## config.mk

```make
export PLATFORM = sky130hd
export DESIGN_NAME = tiny_alu_sequencer_flat
export DESIGN_NICKNAME = d
export VERILOG_FILES = /design/src/rtl/tiny_calc_pkg.sv /design/src/rtl/tiny_alu_sequencer_if.sv /design/src/rtl/ripple_carry_adder_4.sv /design/src/rtl/tiny_alu_sequencer.sv /design/src/flat_wrapper.sv
export SDC_FILE = /design/constraint.sdc
export NUM_CORES = 1
export LEC_CHECK = 0
export ABC_AREA = 1
export CORE_AREA = 2 2 53 60
export DETAILED_ROUTE_END_ITERATION = 6
export DIE_AREA = 0 0 55 62
export GPL_ROUTABILITY_DRIVEN = 1
export PLACE_DENSITY = 0.79
export SYNTH_ARGS = -nofsm -noshare
export SYNTH_HDL_FRONTEND = slang
export SYNTH_HIERARCHICAL = 1
export SYNTH_SLANG_ARGS = --single-unit
```

## constraint.sdc

```tcl
create_clock -name CLOCK_50 -period 3.5 [get_ports CLOCK_50]
set_input_delay 0.35 -clock CLOCK_50 [delete_from_list [all_inputs] [get_ports CLOCK_50]]
set_output_delay 0.35 -clock CLOCK_50 [all_outputs]
set_load 0.1 [all_outputs]
```

## src/rtl/tiny_calc_pkg.sv

```systemverilog
// Shared constants and types for the tiny calculator sequencer.
package tiny_calc_pkg;
  localparam int WIDTH  = 4;
  localparam int STEP_W = 2;

  typedef enum logic [1:0] {IDLE, ADD, MUL, DONE} state_t;
  typedef enum logic {OP_ADD = 1'b0, OP_MUL = 1'b1} op_t;
endpackage

```

## src/rtl/tiny_alu_sequencer_if.sv

```systemverilog
// Request/response bundle between the key/switch inputs and the sequencer.
interface tiny_alu_sequencer_if;
  import tiny_calc_pkg::*;

  logic                 start;
  logic                 op;
  logic [WIDTH-1:0]     a;
  logic [WIDTH-1:0]     b;
  logic                 busy;
  logic                 done;
  logic [2*WIDTH-1:0]   result;

  modport master (output start, op, a, b, input busy, done, result);
  modport slave  (input start, op, a, b, output busy, done, result);
endinterface

```

## src/rtl/ripple_carry_adder_4.sv

```systemverilog
// 4-bit ripple-carry adder, the single shared datapath of the sequencer.
module ripple_carry_adder_4 (
  input  logic [3:0] a,
  input  logic [3:0] b,
  input  logic       cin,
  output logic [3:0] sum,
  output logic       cout
);
  logic [4:0] c;

  assign c[0] = cin;

  for (genvar i = 0; i < 4; i++) begin : g_fa
    assign sum[i]  = a[i] ^ b[i] ^ c[i];
    assign c[i+1]  = (a[i] & b[i]) | (c[i] & (a[i] ^ b[i]));
  end

  assign cout = c[4];
endmodule

```

## src/rtl/tiny_alu_sequencer.sv

```systemverilog
// Time-shares one 4-bit adder to run add (1 pass) or shift-and-add multiply (4 passes).
module tiny_alu_sequencer
  import tiny_calc_pkg::*;
(
  input  logic                  CLOCK_50,
  input  logic                  RESET_N,
  tiny_alu_sequencer_if.slave   bus
);
  localparam logic [STEP_W-1:0] LAST_STEP = STEP_W'(WIDTH - 1);

  state_t             state;
  logic [WIDTH-1:0]   a_reg;
  logic [2*WIDTH-1:0] p;
  logic [STEP_W-1:0]  step;

  logic [WIDTH-1:0]   add_x, add_y, add_sum;
  logic               add_cout;
  logic [2*WIDTH-1:0] p_nxt;

  ripple_carry_adder_4 u_adder (
    .a    (add_x),
    .b    (add_y),
    .cin  (1'b0),
    .sum  (add_sum),
    .cout (add_cout)
  );

  // Add uses A + B (B lives in P's low nibble); multiply adds A into P's high nibble when P[0] set.
  always_comb begin
    add_x = '0;
    add_y = '0;
    p_nxt = p;
    case (state)
      ADD: begin
        add_x = a_reg;
        add_y = p[WIDTH-1:0];
        p_nxt = {3'b000, add_cout, add_sum};
      end
      MUL: begin
        add_x = p[2*WIDTH-1:WIDTH];
        add_y = p[0] ? a_reg : '0;
        p_nxt = {add_cout, add_sum, p[WIDTH-1:1]};
      end
      default: ;
    endcase
  end

  always_ff @(posedge CLOCK_50) begin
    if (!RESET_N) begin
      state      <= IDLE;
      a_reg      <= '0;
      p          <= '0;
      step       <= '0;
      bus.busy   <= 1'b0;
      bus.done   <= 1'b0;
      bus.result <= '0;
    end else begin
      bus.done <= 1'b0;
      case (state)
        IDLE, DONE: begin
          if (bus.start) begin
            a_reg    <= bus.a;
            p        <= {{WIDTH{1'b0}}, bus.b};
            step     <= '0;
            bus.busy <= 1'b1;
            state    <= (op_t'(bus.op) == OP_MUL) ? MUL : ADD;
          end else begin
            bus.busy <= 1'b0;
            state    <= IDLE;
          end
        end
        ADD: begin
          p          <= p_nxt;
          bus.result <= p_nxt;
          bus.done   <= 1'b1;
          bus.busy   <= 1'b0;
          state      <= DONE;
        end
        MUL: begin
          p    <= p_nxt;
          step <= step + 1'b1;
          if (step == LAST_STEP) begin
            bus.result <= p_nxt;
            bus.done   <= 1'b1;
            bus.busy   <= 1'b0;
            state      <= DONE;
          end
        end
        default: state <= IDLE;
      endcase
    end
  end
endmodule

```

## src/flat_wrapper.sv

```systemverilog
// flat-port wrapper written by rule: the top's interface ports become plain ports
module tiny_alu_sequencer_flat import tiny_calc_pkg::*;
  (CLOCK_50, RESET_N, bus_start, bus_op, bus_a, bus_b, bus_busy, bus_done, bus_result);
  tiny_alu_sequencer_if bus_i ();
  input  logic CLOCK_50;
  input  logic RESET_N;
  input wire logic [$bits(bus_i.start)-1:0] bus_start;
  input wire logic [$bits(bus_i.op)-1:0] bus_op;
  input wire logic [$bits(bus_i.a)-1:0] bus_a;
  input wire logic [$bits(bus_i.b)-1:0] bus_b;
  output wire logic [$bits(bus_i.busy)-1:0] bus_busy;
  output wire logic [$bits(bus_i.done)-1:0] bus_done;
  output wire logic [$bits(bus_i.result)-1:0] bus_result;
  assign bus_i.start = bus_start;
  assign bus_i.op = bus_op;
  assign bus_i.a = bus_a;
  assign bus_i.b = bus_b;
  assign bus_busy = bus_i.busy;
  assign bus_done = bus_i.done;
  assign bus_result = bus_i.result;
  tiny_alu_sequencer u_core (.CLOCK_50(CLOCK_50), .RESET_N(RESET_N), .bus(bus_i));
endmodule
```

==> results of run 1 <==
-- placed cells by master, fill, tap and decap left out, drive strengths merged --
cell type,n
inv,30
o21ai,9
a21oi,18
conb,1
nand2,66
clkdlybuf4s50,21
nor2,30
buf,3
clkbuf,4
fa,4
dfxtp,26
ha,4
nand3,15
-- logic make-up after synthesis --
logic type      after synthesis
flops                        26
fa+ha+maj                     8
simple gates                111
compound gates               27
buf+inv                      38
other cells                   1
-- worst max-delay path by stage --
stage / startpoint / end / slack [ns]
2_1_floorplan: u_core/state[0]$_SDFFE_PN0P_ / u_core/bus.result[3]$_SDFFE_PN0P_ / 0.55
3_3_place_gp: u_core/state[0]$_SDFFE_PN0P_ / u_core/bus.result[3]$_SDFFE_PN0P_ / 0.63
3_5_place_dp: u_core/state[0]$_SDFFE_PN0P_ / u_core/bus.result[3]$_SDFFE_PN0P_ / 0.53
4_1_cts: u_core/state[0]$_SDFFE_PN0P_ / u_core/bus.result[3]$_SDFFE_PN0P_ / 0.50
5_1_grt: u_core/state[0]$_SDFFE_PN0P_ / u_core/bus.result[3]$_SDFFE_PN0P_ / 0.23
6_report: u_core/state[0]$_SDFFE_PN0P_ / u_core/bus.result[3]$_SDFFE_PN0P_ / 0.46
-- cell usage after synthesis --
| cell type | instances | area, um2 |
|---|---|---|
| nor2_2 | 4 | 25.0 |
| o21ai_1 | 2 | 10.0 |
| o21ai_2 | 2 | 17.5 |
| nand3_1 | 15 | 75.1 |
| conb_1 | 1 | 3.75 |
| ha_1 | 4 | 50.1 |
| dfxtp_1 | 26 | 521 |
| clkbuf_1 | 1 | 3.75 |
| nand2_2 | 1 | 6.26 |
| buf_6 | 4 | 45.0 |
| a21oi_1 | 16 | 80.1 |
| nor2_1 | 25 | 93.8 |
| a21oi_2 | 1 | 8.76 |
| clkbuf_2 | 1 | 5.00 |
| nor2_4 | 1 | 11.3 |
| fa_1 | 4 | 80.1 |
| nand2_4 | 1 | 11.3 |
| o21ai_0 | 5 | 25.0 |
| a21oi_4 | 1 | 16.3 |
| buf_2 | 2 | 10.0 |
| inv_1 | 30 | 113 |
| nand2_1 | 64 | 240 |
-- routing by layer --
metal	vias to the layer above	global-route usage, %	part of all wire (%)
met5	-	0	0
met4	0	8.71	0.65
met3	2	3.59	5.3
met2	43	33.2	48
met1	554	25.4	46
li1	681	-	-
-- cell type report --
cell class                      instances  share of cell area, %
Clock buffer                            4                   2.14
Inverter                               30                   6.63
Multi-Input combinational cell        147                   44.4
Sequential cell                        26                   30.6
Tap cell                               34                   2.50
Timing Repair Buffer                   24                   13.7
-- power groups by stage --
| stage | Combinational, mW | Clock (mW) | Sequential [mW] |
|---|---|---|---|
| 2_1_floorplan | 0.341 | 0 | 0.706 |
| 4_1_cts | 0.749 | 0.160 | 0.423 |
| 6_report | 0.748 | 0.153 | 0.422 |
| 3_3_place_gp | 0.742 | 0 | 0.427 |
| 5_1_grt | 0.818 | 0.178 | 0.434 |
| 3_5_place_dp | 0.747 | 0 | 0.430 |
-- worst max-delay path, cell delays in order (launching register included) --
cell     delay [ns]
dfxtp_1        0.39
inv_1          0.08
ha_1           0.39
inv_1          0.08
nand2_1        0.06
nor2_1         0.06
fa_1           0.39
inv_1          0.08
fa_1           0.16
inv_1          0.05
fa_1           0.35
inv_1          0.08
fa_1           0.40
inv_1          0.08
inv_1          0.04
nand2_1        0.07
nand2_1        0.05
nand2_1        0.06
nand2_1        0.04
nor2_1         0.09
-- per-stage QoR --
step	setup slack, ns	area, um2	instances	utilization (%)
floorplan	0.553	1450	211	-
global placement	0.627	1660	261	57.5
detailed placement	0.533	1660	261	57.5
CTS	0.502	1700	265	58.8
global route	0.230	1700	265	58.8
finish	0.460	1700	265	58.8
==> flow_metrics.py, run 1 <==
metrics = {
    "run_status": {
        "status": "finished, final reports clean",
    },
    "power_and_ir_drop": {
        "power.density_nw_per_um2": 778,
        "clkPwrFrac_pct": 11.6,
        "swShare_pct": 51.8,
        "p_seq_share_pct": 31.9,
        "ir_drop_mv": 0.438,
        "leakagePower_nw": 0.739,
        "combPwrFrac_pct": 56.5,
        "p_int_uw": 637,
        "switchingPower_uw": 685,
        "power_mw": 1.32,
    },
    "clocking": {
        "cts.sinks": 26,
        "htreeDepth": 1,
        "root_buffer": "clkbuf_4",
        "clk_latency_ns": 0.32,
        "cts_hold_buf": 0,
        "clk_pin_slew_worst_paths_ns": 0.14,
        "numCtsBuffers": 3,
        "clockBufferDepth": 2,
        "cts_setup_buffers": 0,
        "cts_resized": 0,
        "cts_tree": "yes",
    },
    "die": {
        "die-area_um2": 3410,
        "initial_core_util_pct": 50.2,
        "die_h_um": 62,
        "io_pins": 22,
        "fp.dieW_um": 55,
        "core_area_um2": 2890,
        "num_rows": 21,
    },
    "yosys": {
        "yosys.area_share.simple_pct": 31.9,
        "syn_nets": 231,
        "syn-cell-area_um2": 1450,
        "synth_compound_area_share_pct": 10.9,
        "netlist_instances": 211,
        "yosysUniqueCellTypes": 22,
        "muxShareOfSynthArea_pct": 0,
        "syn_avg_cell_area_um2": 6.88,
        "synth_top_family_by_area": "simple AND/OR/NAND/NOR gates",
        "synth_xor_area_share_pct": 0,
        "synth_fa_ha_area_share_pct": 8.97,
        "seq_area_frac_synth_pct": 35.9,
        "synth-seq-cells": 26,
        "yosys_warnings": 6,
    },
    "critical_path": {
        "r2r_slack_ns": 0.46,
        "end_kind": "flip-flop",
        "start_kind": "flip-flop",
        "worstPathMaxFanout": 6,
        "cp.required_ns": 3.77,
        "r2r_cells": 19,
        "r2r-start": "u_core/state[0]$_SDFFE_PN0P_",
        "crit_arrival_ns": 3.31,
        "worstSetupPathType": "reg2reg",
        "timing.rr.end": "u_core/bus.result[3]$_SDFFE_PN0P_",
    },
    "sta": {
        "maxClockFrequency_ghz": 0.329,
        "rsz0062_at_grt": "no",
        "skew_ns": 0.00427,
        "tightest_slew_ns": 0.970,
        "whs_ns": 0.493,
        "final.period_utilization_pct": 86.9,
        "setup_viol": 0,
        "final-hold-violation-count": 0,
        "fin_setup_tns_ns": 0,
        "slew_headroom_pct": 35.2,
        "fin_crit_ns": 3.04,
        "finalMaxSlewViolations": 0,
    },
    "grt": {
        "grt_max_degree": 19,
        "grt_usage_pct": 20.0,
        "grt_pass1_wl_um": 4920,
        "antenna_found_initial": 0,
        "grt_remaining_overflow": 0,
        "grt_pass1_vias": 1134,
    },
    "worst_hold_path": {
        "hold_depth": 2,
        "hold_path.class": "reg2reg",
        "min_to": "u_core/p[1]$_SDFFE_PN0P_",
        "hold_path_startpoint": "u_core/p[1]$_SDFFE_PN0P_",
    },
    "finish": {
        "diodes": 0,
        "drive_gt1_share_pct": 7.79,
        "regArea_um2": 520,
        "nFillCells": 314,
        "nets": 252,
        "multiInputGateArea_um2": 754,
        "area_delta_synth_final_pct": 17.1,
    },
    "drt": {
        "wl_per_cell_um": 10.4,
        "drc_errors": 0,
        "viasPerCell": 4.83,
        "firstDrtPassIters": 4,
        "drt_iter0_markers": 42,
        "ant_nets": 0,
        "wirelength_um": 2760,
        "via_count": 1280,
    },
    "run": {
        "drv_cap": 0,
    },
    "placed_design": {
        "hpwl_um": 2060,
        "portBuffers": 21,
        "routabilityCongestion": 0.838,
    },
}
Power figures use the tool's default switching activity.
==> run 2: changes to the inputs <==
Settings changed: TNS_END_PERCENT set to 100.
==> results of run 2 <==
Same layout as run 1: the final DEF is identical, and so are final timing and power.
==> run 3: changes to the inputs <==
Settings changed: MAX_ROUTING_LAYER set to met4.
==> results of run 3 <==
Same layout as run 1: the final DEF is identical, and so are final timing and power.
Among the figures that moved: final weighted congestion in routability-driven placement 0.838 -> 0.851; overall routing resource usage 20.0% -> 20.7%
